==> config.mk <==
export PLATFORM = sky130hd
export DESIGN_NAME = ps2_rx_flat
export DESIGN_NICKNAME = d
export VERILOG_FILES = /design/src/rtl/ps2_pkg.sv /design/src/rtl/ps2_rx_if.sv /design/src/rtl/ps2_clk_filter.sv /design/src/rtl/ps2_rx.sv /design/src/flat_wrapper.sv
export SDC_FILE = /design/constraint.sdc
export NUM_CORES = 1
export LEC_CHECK = 0
export CAP_MARGIN = 20
export CORE_ASPECT_RATIO = 1.2
export CORE_MARGIN = 2
export CORE_UTILIZATION = 40
export DETAILED_ROUTE_END_ITERATION = 7
export PLACE_DENSITY = 0.62
export SLEW_MARGIN = 40
export SYNTH_ARGS = -nofsm -noshare
export SYNTH_HDL_FRONTEND = slang
export SYNTH_SLANG_ARGS = --single-unit
==> constraint.sdc <==
create_clock -name clk -period 2 [get_ports clk]
set_input_delay 0.3 -clock clk [delete_from_list [all_inputs] [get_ports clk]]
set_output_delay 0.3 -clock clk [all_outputs]
set_load 0.01 [all_outputs]
==> src/rtl/ps2_pkg.sv <==
// rtl/ps2_pkg.sv - shared types and constants for the PS/2 receiver
package ps2_pkg;

  localparam int FRAME_BITS = 11;
  localparam int DATA_BITS  = 8;
  localparam int CNT_W      = 4;

  typedef enum logic [1:0] {
    IDLE = 2'd0,
    DPS  = 2'd1,
    LOAD = 2'd2
  } state_t;

endpackage

==> src/rtl/ps2_rx_if.sv <==
// rtl/ps2_rx_if.sv - PS/2 pin, enable and received-byte bundle
interface ps2_rx_if
  import ps2_pkg::*;
();

  logic                 ps2c;
  logic                 ps2d;
  logic                 rx_en;
  logic [DATA_BITS-1:0] dout;
  logic                 rx_done_tick;

  // Drives the PS/2 lines and enable, consumes received bytes
  modport master (
    output ps2c,
    output ps2d,
    output rx_en,
    input  dout,
    input  rx_done_tick
  );

  // The receiver itself
  modport slave (
    input  ps2c,
    input  ps2d,
    input  rx_en,
    output dout,
    output rx_done_tick
  );

endinterface

==> src/rtl/ps2_clk_filter.sv <==
// rtl/ps2_clk_filter.sv - PS/2 line synchronizer, clock deglitcher and fall strobe
module ps2_clk_filter #(
  parameter int FILTER_LEN = 8
) (
  input  logic clk,
  input  logic reset,
  input  logic ps2c,
  input  logic ps2d,
  output logic ps2d_sync,
  output logic fall_edge
);

  logic [1:0]            c_sync;
  logic [1:0]            d_sync;
  logic [FILTER_LEN-1:0] filt;
  logic [FILTER_LEN-1:0] filt_next;
  logic                  f_ps2c;
  logic                  f_next;

  // Two-flop synchronizers; reset to the idle (high) bus level
  always_ff @(posedge clk or posedge reset) begin
    if (reset) begin
      c_sync <= 2'b11;
      d_sync <= 2'b11;
    end else begin
      c_sync <= {c_sync[0], ps2c};
      d_sync <= {d_sync[0], ps2d};
    end
  end

  // Next filter contents and level: change only on a full run of equal samples
  always_comb begin
    filt_next = {filt[FILTER_LEN-2:0], c_sync[1]};
    f_next    = f_ps2c;
    if (&filt_next) begin
      f_next = 1'b1;
    end else if (~|filt_next) begin
      f_next = 1'b0;
    end
  end

  // Filter register, filtered level and a one-cycle strobe on its 1->0 change
  always_ff @(posedge clk or posedge reset) begin
    if (reset) begin
      filt      <= '1;
      f_ps2c    <= 1'b1;
      fall_edge <= 1'b0;
    end else begin
      filt      <= filt_next;
      f_ps2c    <= f_next;
      fall_edge <= f_ps2c & ~f_next;
    end
  end

  assign ps2d_sync = d_sync[1];

endmodule

==> src/rtl/ps2_rx.sv <==
// rtl/ps2_rx.sv - PS/2 device-to-host frame receiver
module ps2_rx
  import ps2_pkg::*;
#(
  parameter int FILTER_LEN = 8
) (
  input  logic     clk,
  input  logic     reset,
  ps2_rx_if.slave  bus
);

  logic                  fall_edge;
  logic                  ps2d_sync;
  state_t                state;
  logic [FRAME_BITS-1:0] b;
  logic [CNT_W-1:0]      n;
  logic                  tick;

  ps2_clk_filter #(
    .FILTER_LEN (FILTER_LEN)
  ) u_filter (
    .clk       (clk),
    .reset     (reset),
    .ps2c      (bus.ps2c),
    .ps2d      (bus.ps2d),
    .ps2d_sync (ps2d_sync),
    .fall_edge (fall_edge)
  );

  // Frame FSM: enable gates only the start bit; a started frame always runs to the end
  always_ff @(posedge clk or posedge reset) begin
    if (reset) begin
      state <= IDLE;
      b     <= '0;
      n     <= '0;
      tick  <= 1'b0;
    end else begin
      tick <= 1'b0;
      case (state)
        IDLE: begin
          if (fall_edge && bus.rx_en) begin
            b     <= {ps2d_sync, b[FRAME_BITS-1:1]};
            n     <= CNT_W'(FRAME_BITS - 2);
            state <= DPS;
          end
        end
        DPS: begin
          if (fall_edge) begin
            b <= {ps2d_sync, b[FRAME_BITS-1:1]};
            if (n == '0) begin
              state <= LOAD;
              tick  <= 1'b1;
            end else begin
              n <= n - 1'b1;
            end
          end
        end
        LOAD: begin
          state <= IDLE;
        end
        default: begin
          state <= IDLE;
        end
      endcase
    end
  end

  assign bus.dout         = b[DATA_BITS:1];
  assign bus.rx_done_tick = tick;

endmodule

==> src/flat_wrapper.sv <==
// flat-port wrapper written by rule: the top's interface ports become plain ports
module ps2_rx_flat import ps2_pkg::*;
#(
  parameter int FILTER_LEN = 8
)
  (clk, reset, bus_ps2c, bus_ps2d, bus_rx_en, bus_dout, bus_rx_done_tick);
  ps2_rx_if bus_i ();
  input  logic clk;
  input  logic reset;
  input wire logic [$bits(bus_i.ps2c)-1:0] bus_ps2c;
  input wire logic [$bits(bus_i.ps2d)-1:0] bus_ps2d;
  input wire logic [$bits(bus_i.rx_en)-1:0] bus_rx_en;
  output wire logic [$bits(bus_i.dout)-1:0] bus_dout;
  output wire logic [$bits(bus_i.rx_done_tick)-1:0] bus_rx_done_tick;
  assign bus_i.ps2c = bus_ps2c;
  assign bus_i.ps2d = bus_ps2d;
  assign bus_i.rx_en = bus_rx_en;
  assign bus_dout = bus_i.dout;
  assign bus_rx_done_tick = bus_i.rx_done_tick;
  ps2_rx #(.FILTER_LEN(FILTER_LEN)) u_core (.clk(clk), .reset(reset), .bus(bus_i));
endmodule
# ---- Word level (Yosys, flattened, before mapping)
# Cells that the tools add are included.
dict set report classes {
  n_addsub 1
  eq_ne 5
  muxes 16
  n_bitwise 2
  n_reduce_logical 9
}
# cell count
set op_table {}
lappend op_table {{$mux 11} 2}
lappend op_table {{$pmux 11 s2} 1}
lappend op_table {{$mux 4} 3}
lappend op_table {{$pmux 4 s2} 1}
lappend op_table {{$reduce_and 8->1} 1}
lappend op_table {{$reduce_or 8->1} 1}
lappend op_table {{$mux 2} 3}
lappend op_table {{$reduce_and 3->1} 2}
lappend op_table {{$mux 1} 5}
lappend op_table {{$logic_not 4->1} 1}
lappend op_table {{$ne 2x1->1 const B} 2}
lappend op_table {{$ne 2x2->1 const B} 2}
lappend op_table {{$pmux 2 s2} 1}
lappend op_table {{$reduce_and 4->1} 1}
lappend op_table {{$sub 4x1->4 const B} 1}
lappend op_table {{$eq 2x1->1 const B} 1}
lappend op_table {{$logic_not 2->1} 1}
lappend op_table {{$reduce_bool 2->1} 1}
lappend op_table {{$and 1x1->1} 1}
lappend op_table {{$logic_and 1x1->1} 1}
lappend op_table {{$not 1->1} 1}
dict set report totals {
  ff_bits 31
  inputBits 5
  out_inout_bits 9
}

# ---- Depth between registers and ports, before layout
dict set report logic_depth {
  ltp_word 5
  mapped_depth 5
}

# ---- Hierarchy
# From an unflattened synthesis, not the netlist that was laid out.
dict set report hier_totals {
  hier_cells 86
  hier_area_um2 1221.2
}
# mod n_inst cells_per_inst area_per_inst_um2 seq_area_each_um2
set by_module_without_submodules {}
lappend by_module_without_submodules {ps2_rx 1 65 820.8 425.4}
lappend by_module_without_submodules {ps2_clk_filter 1 21 400.4 340.3}

# ---- Least setup slack after synthesis
# Ideal clock, no wire load.
dict set report synth_path {
  kind {reg2reg}
  from {reg u_core.n[0]}
  to {reg u_core.n[3]}
  t_arrival_ns 1.245
  required_ns 1.874
  slack_ns 0.629
  path_stages_with_launch 6
  path_buffers 0
  synth_period_minus_slack_ns 1.371
  path_cell_list {dfrtp_1 > inv_1 > ha_1 > nor3b_4 > a21oi_1 > o311a_1}
}
dict set report synth_between {
  elab_chain_len 4
  word_cells_on_any_way 7
  classes_between {1 x add/sub; 1 x eq/ne; 3 x mux; 2 x reduce/logical}
}
# item line_no
set synth_rtl {}
lappend synth_rtl {{start: declaration} ps2_rx.sv:16} ;# logic [CNT_W-1:0] n;
lappend synth_rtl {{start signal: assignment} ps2_rx.sv:43} ;# n <= CNT_W'(FRAME_BITS - 2);
lappend synth_rtl {{start signal: assignment} ps2_rx.sv:54} ;# n <= n - 1'b1;
lappend synth_rtl {{$sub 4x1->4} ps2_rx.sv:54}
lappend synth_rtl {{$mux 4} ps2_rx.sv:50} ;# if (n == '0) begin
lappend synth_rtl {{$mux 4} ps2_rx.sv:48} ;# if (fall_edge) begin
lappend synth_rtl {{$pmux 4 s2} ps2_rx.sv:39} ;# case (state)
# Parallel ways exist; a longest one is shown, timed or not. The select of a mux whose other input is x is not followed.
# A chain may end at the register's enable or synchronous reset.

# ---- Final worst setup path
dict set report layout_path {
  from {reg u_core.b[8]}
  to {out bus_dout[7]}
}
# item line_no
set layout_rtl {}
lappend layout_rtl {{start: declaration} ps2_rx.sv:15} ;# logic [FRAME_BITS-1:0] b;
lappend layout_rtl {{start signal: assignment} ps2_rx.sv:42} ;# b <= {ps2d_sync, b[FRAME_BITS-1:1]};
lappend layout_rtl {{start signal: assignment} ps2_rx.sv:49} ;# b <= {ps2d_sync, b[FRAME_BITS-1:1]};
lappend layout_rtl {{end: declaration} flat_wrapper.sv:13} ;# output wire logic [$bits(bus_i.dout)-1:0] bus_dout;
# No word-level cell between the ends.

==> key figures <==
Run status
  – Outcome: finished clean

Floorplanning
  – Die Y: 67.05 µm
  – Die X: 56.54 µm
  – Top Ports: 14
  – Core ar.: 0.003110 mm²
  – Starting density of the core: 42.60%
  – FP Rows: 22
  – Die ar.: 0.003791 mm²

Routing
  – Vias per cell: 5.169
  – Total iterations of the first detailed-routing run: 4
  – Per-cell routed wire length: 12.93 µm
  – DRC errors left: 0
  – Drt total wl: 1836 µm
  – DRT antenna net count: 0
  – Via count: 734
  – 1st-iter DRT viols: 15

STA
  – Worst-Margin Slew: 0.4098 ns
  – Final setup fails: 0
  – Fin. max-slew vios: 0
  – Min Tclk post-route: 1.574 ns
  – Setup TNS: 0 ns
  – Final hold vios: 0
  – Tcrit/Tclk final: 78.70%
  – Final Skew: 0.01127 ns
  – FMAX: 635.3 MHz
  – RSZ-0062 raised after global routing: no
  – Worst Setup Slack, final: 0.4260 ns
  – Slew HR: 72.62%

Critical path
  – Worst setup SP type: flop
  – Crit-path cells: clkdlybuf4s50_1
  – CP endpoint kind: output pin
  – Critical path buffer and inverter count: 1
  – Crit path DAT: 1.27 ns
  – CP Max Fanout: 3
  – Top Family by Delay on Critical Path: buffers and inverters
  – R2r worst-path depth: 3
  – Worst stage delay on the critical path: 0.55 ns
  – Levels on crit path: 1
  – Critical path required time: 1.70 ns
  – Reg2reg start: u_core.state[1]
  – Crit path kind: reg2out
  – Setup crit start: u_core.b[8]
  – CP max stage cell: clkdlybuf4s50_1

Clock tree
  – Cts repair resizes: 0
  – Clk_lat worst skew: 0.33 ns
  – Reg clk slew, reported paths: 0.10 ns
  – H-tree lvl count: 2
  – Total CTS buffers: 5
  – Root buffer cell: clkbuf_4
  – Clock sink count: 30
  – Max clock buf depth: 2
  – CTS tree: yes
  – Post-CTS Setup Bufs: 0
  – # hold bufs at CTS: 0

Finish
  – # fillers: 283
  – Diode count: 0
  – Layout cell share with drive strength beyond 1: 36.79%
  – Area growth syn-to-layout: 13.22%
  – Commonest non-fill, non-tap cell in the layout: dfrtp_1
  – Most frequent cells in the layout: dfrtp_1 (18), clkdlybuf4s50_1 (13), dfstp_2 (12)
  – Final net count: 112

Yosys
  – EDFF count, synth: 0
  – Netlist cell types: 35
  – #FFs+latches synth: 30
  – Mapped Cells: 94
  – Synthesized area per cell: 14.10 µm²
  – Yosys warns: 0
  – Top_reg_cell synth: dfrtp_1
  – Synthesized area: 0.001325 mm²
  – Syn Nets: 101
  – Async SR Flop Fraction: 100.0%
  – Seq/Total Area, Yosys: 57.79%

Job
  – Max-cap violations: 0

Global routing
  – Vias in the first global route: 737
  – Grt ovf: 0
  – First-pass GRT wire length: 3236 µm
  – Initial antenna violation count: 0
  – GRT Overall Usage: 11.74%
  – Largest net degree at the start of global routing: 17

Power and ir drop
  – Pwr dens: 739.8 mW/mm²
  – P_leak: 0.6673 nW
  – Worst VDD drop: 524.9 µV

Place
  – Post-DP HPWL: 1289 µm
  – Pre-CTS setup slack: 0.2055 ns
  – Gpl congestion: 0.7330
  – IO buf count: 13

Hold path
  – Type of the tightest min-delay check: in2async
per-layer routing:
layer | vias to the layer above | share of wire (%) | GRT usage (%)
li1 | 351 | - | -
met1 | 367 | 40 | 12.61
met2 | 10 | 53 | 19.33
met3 | 6 | 3.6 | 4.660
met4 | 0 | 3.2 | 7.143
met5 | - | 0 | 0
report_power, final:
| group | leakage (nW) | total (mW) | internal, mW | switching [mW] |
|---|---|---|---|---|
| Clock | 0.0446 | 0.439 | 0.240 | 0.199 |
| Combinational | 0.261 | 0.0297 | 0.0134 | 0.0164 |
| Sequential | 0.362 | 0.641 | 0.632 | 0.00911 |
state kept, by name, summed over array words and instances (netlist names):
name and cells:
u_core.u_filter.fall_edge 1, u_core.n 4, u_core.b 10, u_core.u_filter.d_sync 2, u_core.state 2, u_core.u_filter.c_sync 2
u_core.u_filter.f_ps2c 1, u_core.u_filter.filt 7, u_core.bus.rx_done_tick 1
cell families after synthesis:
family	after synthesis	share of synthesized area, %
flip-flops	30	57.79
AND/OR/NAND/NOR	24	13.13
buffers and inverters	16	8.498
AO/OA/AOI/OAI	11	6.895
multiplexers	11	11.80
adder cells (fa/ha/maj)	2	1.888
worst register-to-register path: stages, from the launching register on:
cell and delay (ns):
dfrtp_1 0.49, nand2b_4 0.21, nor2_4 0.36, mux2_2 0.39
Yosys cell counts (2+ instances only):
cell     count  area [µm²]
nor4_1       3       18.77
nand4_1      3       18.77
nand3_1      3       15.01
a21oi_1      2       10.01
dfrtp_1     18       450.4
nor2_4       2       22.52
buf_4        9       67.56
inv_1        5       18.77
nor3_1       2       10.01
nand2_1      2       7.510
ha_1         2       25.02
mux2_4       9       135.1
dfstp_2     12       315.3
path summary, 6_finish.rpt:
| check | to | slack (ns) |
|---|---|---|
| worst max register to register | u_core.b[10] | 0.44 |
| worst max-delay path | bus_dout[7] | 0.43 |
| worst min-delay path | u_core.b[9] | 0.27 |
| worst min register to register | u_core.u_filter.c_sync[1] | 0.36 |
| max in group asynchronous | u_core.u_filter.filt[6] | 1.46 |
| min in group clk | u_core.u_filter.c_sync[1] | 0.36 |
layout make-up:
| class | count | area (µm²) | share of cell area (%) |
|---|---|---|---|
| flip-flops and latches | 30 | 765.7 | 51.04 |
| multi-input cells | 48 | 446.7 | 29.77 |
| repair buffers | 15 | 145.1 | 9.675 |
| clock buffers | 8 | 78.83 | 5.254 |
| well taps | 36 | 45.04 | 3.002 |
| inverters | 5 | 18.77 | 1.251 |
per-stage QoR:
step	instance area (µm²)	cells	hold WS [ns]	util [%]	total power, mW
after detailed placement	1421	134	0.3468	45.70	0.6823
after CTS	1500	142	0.2742	48.23	1.130
final	1500	142	0.2746	48.23	1.110
after floorplan	1325	94	0.3045	-	0.6635
after global routing	1500	142	0.3204	48.23	1.163
after global placement	1421	134	0.3476	45.70	0.6812
Power figures use the tool's default switching activity.
